--- src/rtl/product_accumulator_pkg.sv ---
// Shared definitions for the product accumulator: FSM state encoding and a
// helper that sizes the accumulator so a full frame can never wrap.
package product_accumulator_pkg;

    typedef enum logic {
        ST_ACCUM = 1'b0,
        ST_HOLD  = 1'b1
    } acc_state_t;

    // Smallest ACC_WIDTH that holds FRAME_LEN maximal products without a carry out.
    function automatic int min_acc_width(input int product_width, input int frame_len);
        return product_width + $clog2(frame_len);
    endfunction

endpackage

--- src/rtl/product_accumulator_acc_adder.sv ---
// Purely combinational WIDTH-bit unsigned adder exposing the carry out of the
// top bit; shared with the MAC blocks that reuse the accumulation datapath.
module acc_adder_carry #(
    parameter int WIDTH = 72
) (
    input  logic [WIDTH-1:0] a,
    input  logic [WIDTH-1:0] b,
    output logic [WIDTH-1:0] sum,
    output logic             carry
);

    assign {carry, sum} = {1'b0, a} + {1'b0, b};

endmodule

--- src/rtl/product_accumulator.sv ---
// Frame accumulator behind the multiplier: sums FRAME_LEN products (or fewer on
// flush) and holds the frame sum on a valid/ready output until it is taken.
module product_accumulator
    import product_accumulator_pkg::*;
#(
    parameter int PRODUCT_WIDTH = 64,
    parameter int ACC_WIDTH     = 72,
    parameter int FRAME_LEN     = 8,
    parameter int CNT_WIDTH     = 8
) (
    input  logic                     clk,
    input  logic                     rst_n,
    input  logic                     in_valid,
    output logic                     in_ready,
    input  logic [PRODUCT_WIDTH-1:0] in_product,
    input  logic                     in_flush,
    output logic                     out_valid,
    input  logic                     out_ready,
    output logic [ACC_WIDTH-1:0]     out_sum,
    output logic [CNT_WIDTH-1:0]     out_count,
    output logic                     out_overflow
);

    localparam logic [CNT_WIDTH-1:0] FRAME_LEN_CNT = CNT_WIDTH'(FRAME_LEN);

    acc_state_t state_reg;
    acc_state_t state_next;

    logic [ACC_WIDTH-1:0] acc_reg;
    logic [ACC_WIDTH-1:0] acc_post;
    logic [ACC_WIDTH-1:0] add_sum;
    logic [ACC_WIDTH-1:0] product_ext;
    logic                 add_carry;
    logic [CNT_WIDTH-1:0] cnt_reg;
    logic [CNT_WIDTH-1:0] cnt_inc;
    logic [CNT_WIDTH-1:0] cnt_post;
    logic                 ovf_reg;
    logic                 ovf_post;
    logic                 accept;
    logic                 frame_end;

    logic [ACC_WIDTH-1:0] out_sum_reg;
    logic [CNT_WIDTH-1:0] out_count_reg;
    logic                 out_overflow_reg;

    assign product_ext = ACC_WIDTH'(in_product);

    acc_adder_carry #(
        .WIDTH (ACC_WIDTH)
    ) u_adder (
        .a     (acc_reg),
        .b     (product_ext),
        .sum   (add_sum),
        .carry (add_carry)
    );

    // Post-update values: what the frame looks like once this cycle's beat lands.
    assign cnt_inc  = cnt_reg + 1'b1;
    assign acc_post = accept ? add_sum : acc_reg;
    assign cnt_post = accept ? cnt_inc : cnt_reg;
    assign ovf_post = ovf_reg | (accept & add_carry);

    always_ff @(posedge clk or negedge rst_n) begin
        if (!rst_n) begin
            state_reg <= ST_ACCUM;
        end else begin
            state_reg <= state_next;
        end
    end

    always_comb begin
        state_next = state_reg;
        in_ready   = 1'b0;
        out_valid  = 1'b0;
        accept     = 1'b0;
        frame_end  = 1'b0;
        case (state_reg)
            ST_ACCUM: begin
                in_ready = 1'b1;
                accept   = in_valid;
                // Flush is honoured even without a beat, giving an empty frame.
                if ((in_valid && (cnt_inc == FRAME_LEN_CNT)) || in_flush) begin
                    frame_end  = 1'b1;
                    state_next = ST_HOLD;
                end
            end
            ST_HOLD: begin
                out_valid = 1'b1;
                if (out_ready) begin
                    state_next = ST_ACCUM;
                end
            end
            default: begin
                state_next = ST_ACCUM;
            end
        endcase
    end

    always_ff @(posedge clk or negedge rst_n) begin
        if (!rst_n) begin
            acc_reg          <= '0;
            cnt_reg          <= '0;
            ovf_reg          <= 1'b0;
            out_sum_reg      <= '0;
            out_count_reg    <= '0;
            out_overflow_reg <= 1'b0;
        end else if (state_reg == ST_ACCUM) begin
            acc_reg <= acc_post;
            cnt_reg <= cnt_post;
            ovf_reg <= ovf_post;
            if (frame_end) begin
                out_sum_reg      <= acc_post;
                out_count_reg    <= cnt_post;
                out_overflow_reg <= ovf_post;
            end
        end else if (out_ready) begin
            // Result handed off: start the next frame clean; out_* keep their values.
            acc_reg <= '0;
            cnt_reg <= '0;
            ovf_reg <= 1'b0;
        end
    end

    assign out_sum      = out_sum_reg;
    assign out_count    = out_count_reg;
    assign out_overflow = out_overflow_reg;

endmodule

--- config.mk ---
export PLATFORM = sky130hd
export DESIGN_NAME = product_accumulator
export DESIGN_NICKNAME = d
export VERILOG_FILES = /design/src/rtl/product_accumulator_pkg.sv /design/src/rtl/product_accumulator_acc_adder.sv /design/src/rtl/product_accumulator.sv
export SDC_FILE = /design/constraint.sdc
export NUM_CORES = 1
export LEC_CHECK = 0
export CORE_AREA = 5 5 185 169
export DETAILED_ROUTE_END_ITERATION = 10
export DIE_AREA = 0 0 190 174
export SYNTH_ARGS = -nofsm -noshare
export SYNTH_HDL_FRONTEND = slang
export SYNTH_SLANG_ARGS = --single-unit
--- constraint.sdc ---
create_clock -name clk -period 3.5 [get_ports clk]
set_clock_uncertainty 0.1 [all_clocks]
set_input_delay 0.875 -clock clk [delete_from_list [all_inputs] [get_ports clk]]
set_output_delay 0.875 -clock clk [all_outputs]
set_load 0.005 [all_outputs]
==> summary.txt, run 1 <==
Power
  • Static Leak: 7.576 nW
  • Final Power: 14.37 mW
  • Pwr/cell area: 854.9 nW/um2
  • Max VDD drop: 0.0004084 V

Critical path
  • Worst reg2reg path startpoint: acc_reg[0]
  • CP arrival: 3.66 ns
  • CP max-delay cell: or3_4
  • R2R Setup Slk: 0.13 ns
  • CP max FO: 6
  • R2R depth: 13
  • Worst R2R End: acc_reg[70]
  • CP startpoint kind: input pin
  • Worst-path cell chain: buf_6 -> ha_4 -> fa_2 -> a21oi_4 -> o221ai_4 -> o2111ai_4 -> o2111ai_4 -> or3_4 -> nand4_4 -> a21oi_4 -> o41ai_4 -> buf_6 -> nor4_4 -> o31a_1
  • WP data required: 3.73 ns
  • CP Capture Type: flop
  • Max incr delay on CP: 0.38 ns
  • Crit Path Category: input pin to flop

Timing
  • Post-route clock period utilization: 0.9818
  • Max Slew Vio Count: 0
  • Fin crit period: 3.436 ns
  • Slew HR: 0.3109
  • Final setup fails: 0
  • Worst-margin pin slew: 1.034 ns
  • Endpoints failing hold: 0
  • Max Fclk: 291.0 MHz

Min path
  • Hold crit path type: input pin to async pin

Placement
  • Placed Cells: 2084
  • Post-place instance area: 14980 um2
  • Port-buffer cells: 151
  • GPL Wtd Cong: 0.9231
  • Hpwl dp: 28.53 mm

Synth
  • Syn. warnings: 0
  • Dominant combinational cell family by area after synthesis: compound AO/OA/AOI/OAI gates
  • Part of the Yosys area used for sequential elements: 0.3543
  • #FFs+latches synth: 163
  • Post-synth ARST share: 1.000
  • Top_reg_cell synth: dfrtp_1
  • EDFF count, synth: 0
  • Average size of a mapped cell: 8.319 um2
  • Synth Area in Compound Gates: 0.2534
  • Yosys cell types: 83
  • XOR/XNOR share of the synthesized area: 0.05249
  • Post-synthesis adder-cell area fraction: 0.07346
  • Net count after synthesis: 1520
  • Multiplexer share of the synthesized area: 0.02869
  • Simple-gate share of the synthesized area: 0.1918
  • Synth Cell Area: 11510 um2
  • Cells after Synth: 1384

Floorplan
  • Die Y: 174 um
  • Core area: 29350 um2
  • Die Span X: 190 um
  • Boundary Pins: 152
  • Num rows: 60
  • Die ar.: 33060 um2
  • Starting density of the core: 0.3922

CTS
  • Clock tree buffer depth: 2
  • Clock Latency Late Sink: 0.45 ns
  • Num CTS Buffers: 17
  • CTS tree: yes
  • Clk sinks: 163
  • CTS HTree Levels: 4
  • Clk slew on worst S/H paths: 0.07 ns
  • Root buf cell: clkbuf_16

Final layout
  • Non-filler cells, final: 2144
  • Fill cells: 2545
  • Area grow syn2layout: 45.98%
  • Share of cells above drive strength 1: 0.2671
  • Fin util: 0.5726
  • Antenna cell count: 0
  • Final nets: 1864
  • Commonest non-fill, non-tap cell in the layout: buf_4
  • Leading cell types in the layout, fill and taps excluded: 248 x buf_4, 214 x nand2_1, 162 x dfrtp_1
  • Final Instance Area: 16810 um2

Route
  • Initial DRT Pass Iterations: 5
  • DR vias/cell: 5.414
  • Vias: 11610
  • Antenna-violating nets left: 0
  • DRC errors left: 0
  • Drt wl/cell: 18.29 um
  • Routed wire length: 39.21 mm
  • Drt first-iter violations: 741

Global route
  • Vias in the first global route: 11570
  • Initial antenna violation count: 0
  • Final global-route overflow total: 0
  • First-pass GRT wire length: 62.66 mm
  • GRT Overall Usage: 0.2330
  • Largest net degree at the start of global routing: 67

Flow run
  • Max Cap Viol: 0

Run status
  • Outcome: completed
-- cell usage after synthesis (4+ instances only) --
cell	instances	area, um2
buf_1	4	15.01
xor2_1	36	315.3
clkbuf_1	67	251.5
nor2b_1	9	56.30
nor2_1	103	386.6
o21ai_1	6	30.03
buf_2	6	30.03
a221o_1	4	40.04
o21ai_0	102	510.5
o31ai_1	10	75.07
xnor2_1	33	289.0
nand4_1	22	137.6
a21oi_1	124	620.6
or3_1	9	56.30
or2_2	5	31.28
nand2b_1	7	43.79
a31oi_1	40	250.2
o21bai_1	20	150.1
a21o_1	43	322.8
and2_1	7	43.79
nand2_1	221	829.6
o22ai_1	48	300.3
o21a_1	13	97.59
o211ai_1	6	45.04
inv_1	28	105.1
buf_6	5	56.30
and3_1	23	143.9
dfrtp_1	163	4079
clkbuf_8	4	55.05
mux2i_1	33	330.3
or4_1	4	30.03
nand3_1	29	145.1
ha_1	66	825.8
nor3_1	12	60.06
-- stage by stage --
step	worst slack (ns)	TNS (ns)	hold WS (ns)
6_report	0.06368	0	0.3007
2_1_floorplan	-0.07912	-0.1194	0.3668
3_3_place_gp	-0.8049	-56.23	0.3670
4_1_cts	-0.1607	-0.9972	0.3278
3_5_place_dp	-0.8233	-58.57	0.3730
5_1_grt	-0.01243	-0.01437	0.3373
-- logic make-up (layout without fill, tap and decap cells) --
kind of cell               count (synthesis)  count (layout)
DFF                                      163             163
muxes                                     33              33
AOI/OAI and AO/OA                        459             459
xor gates and xnor gates                  69              69
adders and majority gates                 67              67
buffers and inverters                    116             473
and+or+nand+nor                          477             477
-- worst max-delay path by stage --
stage,to,cells after the start,slack (ns),startpoint
final,acc_reg[70],14,0.06,in_product[0]
after global routing,acc_reg[67],12,-0.01,in_product[53]
after CTS,acc_reg[70],14,-0.16,in_product[0]
after detailed placement,out_sum[44],14,-0.82,in_product[0]
after global placement,out_sum[44],14,-0.80,in_product[0]
after floorplan,acc_reg[70],13,-0.08,in_product[0]
-- area by class of cell --
| class | instances | area [um2] | area share |
|---|---|---|---|
| well taps | 403 | 504.2 | 0.03000 |
| inverters | 28 | 105.1 | 0.006253 |
| clock buffers | 20 | 456.7 | 0.02717 |
| repair buffers | 413 | 3532 | 0.2102 |
| clock inverters | 12 | 156.4 | 0.009305 |
| multi-input cells | 1105 | 7970 | 0.4742 |
| flip-flops and latches | 163 | 4083 | 0.2429 |
-- routing by layer --
| metal | vias up | routed length (um) | global-route usage |
|---|---|---|---|
| met5 | - | 0 | 0 |
| met2 | 250 | 18340 | 0.3756 |
| met4 | 0 | 609 | 0.05515 |
| li1 | 5676 | - | - |
| met1 | 5644 | 18650 | 0.3316 |
| met3 | 37 | 1613 | 0.03373 |
-- power breakdown --
part	total [mW]	internal, mW	switching [mW]
clock network	2.00	1.16	0.840
registers	3.46	2.64	0.820
logic	8.90	4.68	4.23
-- critical path: cells and delay by family --
family,cells,cell delay (ns)
adders and majority gates,2,0.52
and+or+nand+nor,3,0.54
buffers and inverters,2,0.29
AOI/OAI and AO/OA,7,1.43
-- timing repair --
action	in CTS	in global routing
setup buffers	20	9
gates cloned	1	0
hold buffers	0	0
resized for setup	133	112
pin swaps	94	72
setup endpoints to repair	75	72
Note: power is estimated with default switching activity, not from simulation.
==> run 2: changes to the inputs <==
- CORE_AREA: 5 5 185 169 -> 5 5 165 151
- CTS_CLUSTER_DIAMETER: default -> 50
- DIE_AREA: 0 0 190 174 -> 0 0 170 156
- PLACE_DENSITY: default -> 0.77
==> summary.txt, run 2 (synthesized netlist as in run 1, its figures left out) <==
Run status
  • Outcome: completed

Critical path
  • CP arrival: 3.71 ns (+0.05 ns)
  • Crit Path Category: input pin to flop
  • Crit path buf inv count: 3 (+1)
  • Worst-path cell chain: clkdlybuf4s50_1 -> ha_4 -> nand4_1 -> buf_4 -> nor3_1 -> and2_2 -> nand4_1 -> a21oi_4 -> o41ai_4 -> buf_4 -> o31a_2 -> o31a_1
  • CP max-delay cell: clkdlybuf4s50_1
  • CP Capture Type: flop
  • Crit-path leading delay family: compound AO/OA/AOI/OAI gates
  • Max incr delay on CP: 0.47 ns (+0.09 ns)
  • WP data required: 3.73 ns (about the same)
  • CP max FO: 7 (+1)
  • CP startpoint kind: input pin

Power
  • Net Sw Frac: 0.4232 (+0.01361)
  • Int Pwr: 8.512 mW (+0.33%)
  • Clk network pwr share: 0.130 (-0.009)
  • Reg power frac: 0.233 (-0.008)
  • Pwr/cell area: 872.8 nW/um2 (+2.1%)
  • Switch Pwr: 6.246 mW (+6.1%)
  • Static Leak: 7.661 nW (+1.1%)
  • Max VDD drop: 0.0004468 V (+9.4%)
  • Logic pwr share: 0.637 (+0.017)

CTS
  • Clk sinks: 163 (unchanged)
  • Clock Latency Late Sink: 0.44 ns (about the same)
  • CTS tree: yes
  • Clock tree buffer depth: 2 (unchanged)
  • Num CTS Buffers: 17 (unchanged)
  • Root buf cell: clkbuf_16
  • Clk slew on worst S/H paths: 0.08 ns (about the same)
  • CTS HTree Levels: 4 (unchanged)

Route
  • Vias: 12380 (+6.7%)
  • DRC errors left: 0 (unchanged)
  • Antenna-violating nets left: 0 (unchanged)
  • Initial DRT Pass Iterations: 5 (unchanged)
  • Drt wl/cell: 19.43 um (+6.3%)
  • Routed wire length: 40.03 mm (+2.1%)
  • Drt first-iter violations: 1064 (+44%)
  • DR vias/cell: 6.009 (+11%)

Global route
  • Final global-route overflow total: 0 (unchanged)
  • Vias in the first global route: 12120 (+4.7%)
  • GRT Overall Usage: 0.2874 (+0.05445)
  • Largest net degree at the start of global routing: 81 (+21%)
  • Initial antenna violation count: 0 (unchanged)
  • First-pass GRT wire length: 62.22 mm (-0.70%)

Timing
  • Worst-margin pin slew: 0.8916 ns (-0.1421 ns)
  • Fin crit period: 3.481 ns (+0.04458 ns)
  • Setup slack after layout: 0.01910 ns (-0.04458 ns)
  • Endpoints failing hold: 0 (unchanged)
  • Max Slew Vio Count: 0 (unchanged)
  • Post-route clock period utilization: 0.9945 (+0.01274)
  • Max Fclk: 287.3 MHz (-1.3%)
  • Final setup fails: 0 (unchanged)
  • Slew HR: 0.4050 (+0.09410)
  • RSZ-0062 raised after global routing: yes

Final layout
  • Leading cell types in the layout, fill and taps excluded: 266 x buf_4, 216 x nand2_1, 162 x dfrtp_1
  • Share of cells above drive strength 1: 0.2776 (+0.01050)
  • Area of the multi-input gates: 8073 um2 (+1.3%)
  • Register Area: 4083 um2 (unchanged)
  • Fill cells: 1606 (-37%)
  • Final nets: 1881 (+0.91%)
  • Area grow syn2layout: 46.86%
  • Antenna cell count: 0 (unchanged)
  • Final Instance Area: 16910 um2 (+0.60%)
  • Commonest non-fill, non-tap cell in the layout: buf_4

Placement
  • Hpwl dp: 27.55 mm (-3.4%)
  • DP Worst Slack: -0.8179 ns (+0.005319 ns)
  • GPL Wtd Cong: 0.9781 (+6.0%)
  • Post-place instance area: 14870 um2 (-0.76%)
  • Port-buffer cells: 151 (unchanged)

Floorplan
  • Num rows: 53 (-12%)
  • Die Y: 156 um (-10%)
  • Starting density of the core: 0.5004 (+0.1081)
  • Die Span X: 170 um (-11%)
  • Core area: 23010 um2 (-22%)
  • Boundary Pins: 152 (unchanged)
  • Die ar.: 26520 um2 (-20%)

Min path
  • Hold crit path type: input pin to async pin

Flow run
  • Max Cap Viol: 0 (unchanged)
-- run 2: changes by cell type in the layout (fill, tap and decap cells not counted), sizes merged --
| cell | before | now |
|---|---|---|
| clkdlybuf4s15 | 0 | 8 |
| clkbuf | 32 | 19 |
| clkdlybuf4s50 | 98 | 101 |
| dlymetal6s2s | 19 | 18 |
| clkinvlp | 1 | 2 |
| bufinv | 3 | 1 |
| dlygate4sd2 | 18 | 16 |
| clkinv | 8 | 4 |
| inv | 28 | 36 |
| buf | 266 | 285 |
-- run 2: area by class of cell --
| type | instances | share of cell area |
|---|---|---|
| Clock buffer | 17 | 0.02516 |
| Clock inverter | 15 | 0.009694 |
| Inverter | 28 | 0.006216 |
| Multi-Input combinational cell | 1105 | 0.4774 |
| Sequential cell | 163 | 0.2415 |
| Tap cell | 302 | 0.02235 |
| Timing Repair Buffer | 430 | 0.2177 |
-- run 2: per-stage QoR --
| step | util | TNS, ns | std cells | hold slack (ns) | total power [mW] |
|---|---|---|---|---|---|
| 6_report | 0.7348 | 0 | 2060 | 0.3571 | 14.76 |
| 5_1_grt | 0.7348 | -0.3831 | 2060 | 0.4050 | 15.68 |
| 4_1_cts | 0.7092 | -0.6592 | 2045 | 0.3863 | 13.98 |
| 3_5_place_dp | 0.6462 | -59.81 | 1988 | 0.3699 | 11.19 |
| 3_3_place_gp | 0.6462 | -52.58 | 1988 | 0.3664 | 11.00 |
| 2_1_floorplan | - | -0.1194 | 1384 | 0.3668 | 7.562 |
-- run 2: what timing repair did --
action	CTS	global route
hold buffers	0	0
buffers inserted	24	15
resized for setup	148	102
cloned	1	0
pin swaps	83	74
endpoints found under the setup margin	80	68
-- run 2: worst paths after layout --
kind	startpoint	to	slack [ns]	cells after the start
worst max register to register	acc_reg[4]	out_sum[71]	0.10	14
worst min register to register	out_sum[19]	out_sum[19]	0.38	2
worst min-delay path	rst_n	acc_reg[64]	0.36	1
max in group asynchronous	rst_n	acc_reg[33]	2.04	2
min in group clk	out_sum[19]	out_sum[19]	0.38	2
worst max-delay path	in_product[44]	acc_reg[70]	0.02	12
-- run 2: power groups by stage --
stage / clock network [mW] / registers, mW / logic (mW)
final: 1.92 / 3.44 / 9.40
after global routing: 2.03 / 3.54 / 10.1
after CTS: 1.94 / 3.37 / 8.67
after detailed placement: 0 / 3.32 / 7.86
after global placement: 0 / 3.29 / 7.71
after floorplan: 0 / 3.18 / 4.39
-- run 2: worst reg2reg max path, stage by stage (launching register included) --
cell and delay (ns):
dfrtp_1 0.47, ha_4 0.34, buf_6 0.11, buf_4 0.11, nand4b_1 0.13, a211o_1 0.35
buf_4 0.15, a31o_2 0.24, a21oi_4 0.17, nor3_4 0.06, buf_6 0.13, a22oi_4 0.19
a21oi_4 0.10, or4_4 0.49, a31oi_1 0.17
-- run 2: routing by layer --
metal,GRT usage,share of wire,vias up
met5,0,0,-
met4,0.09011,0.027,0
met3,0.04079,0.068,93
met2,0.4727,0.48,537
met1,0.3949,0.43,6027
li1,-,-,5722
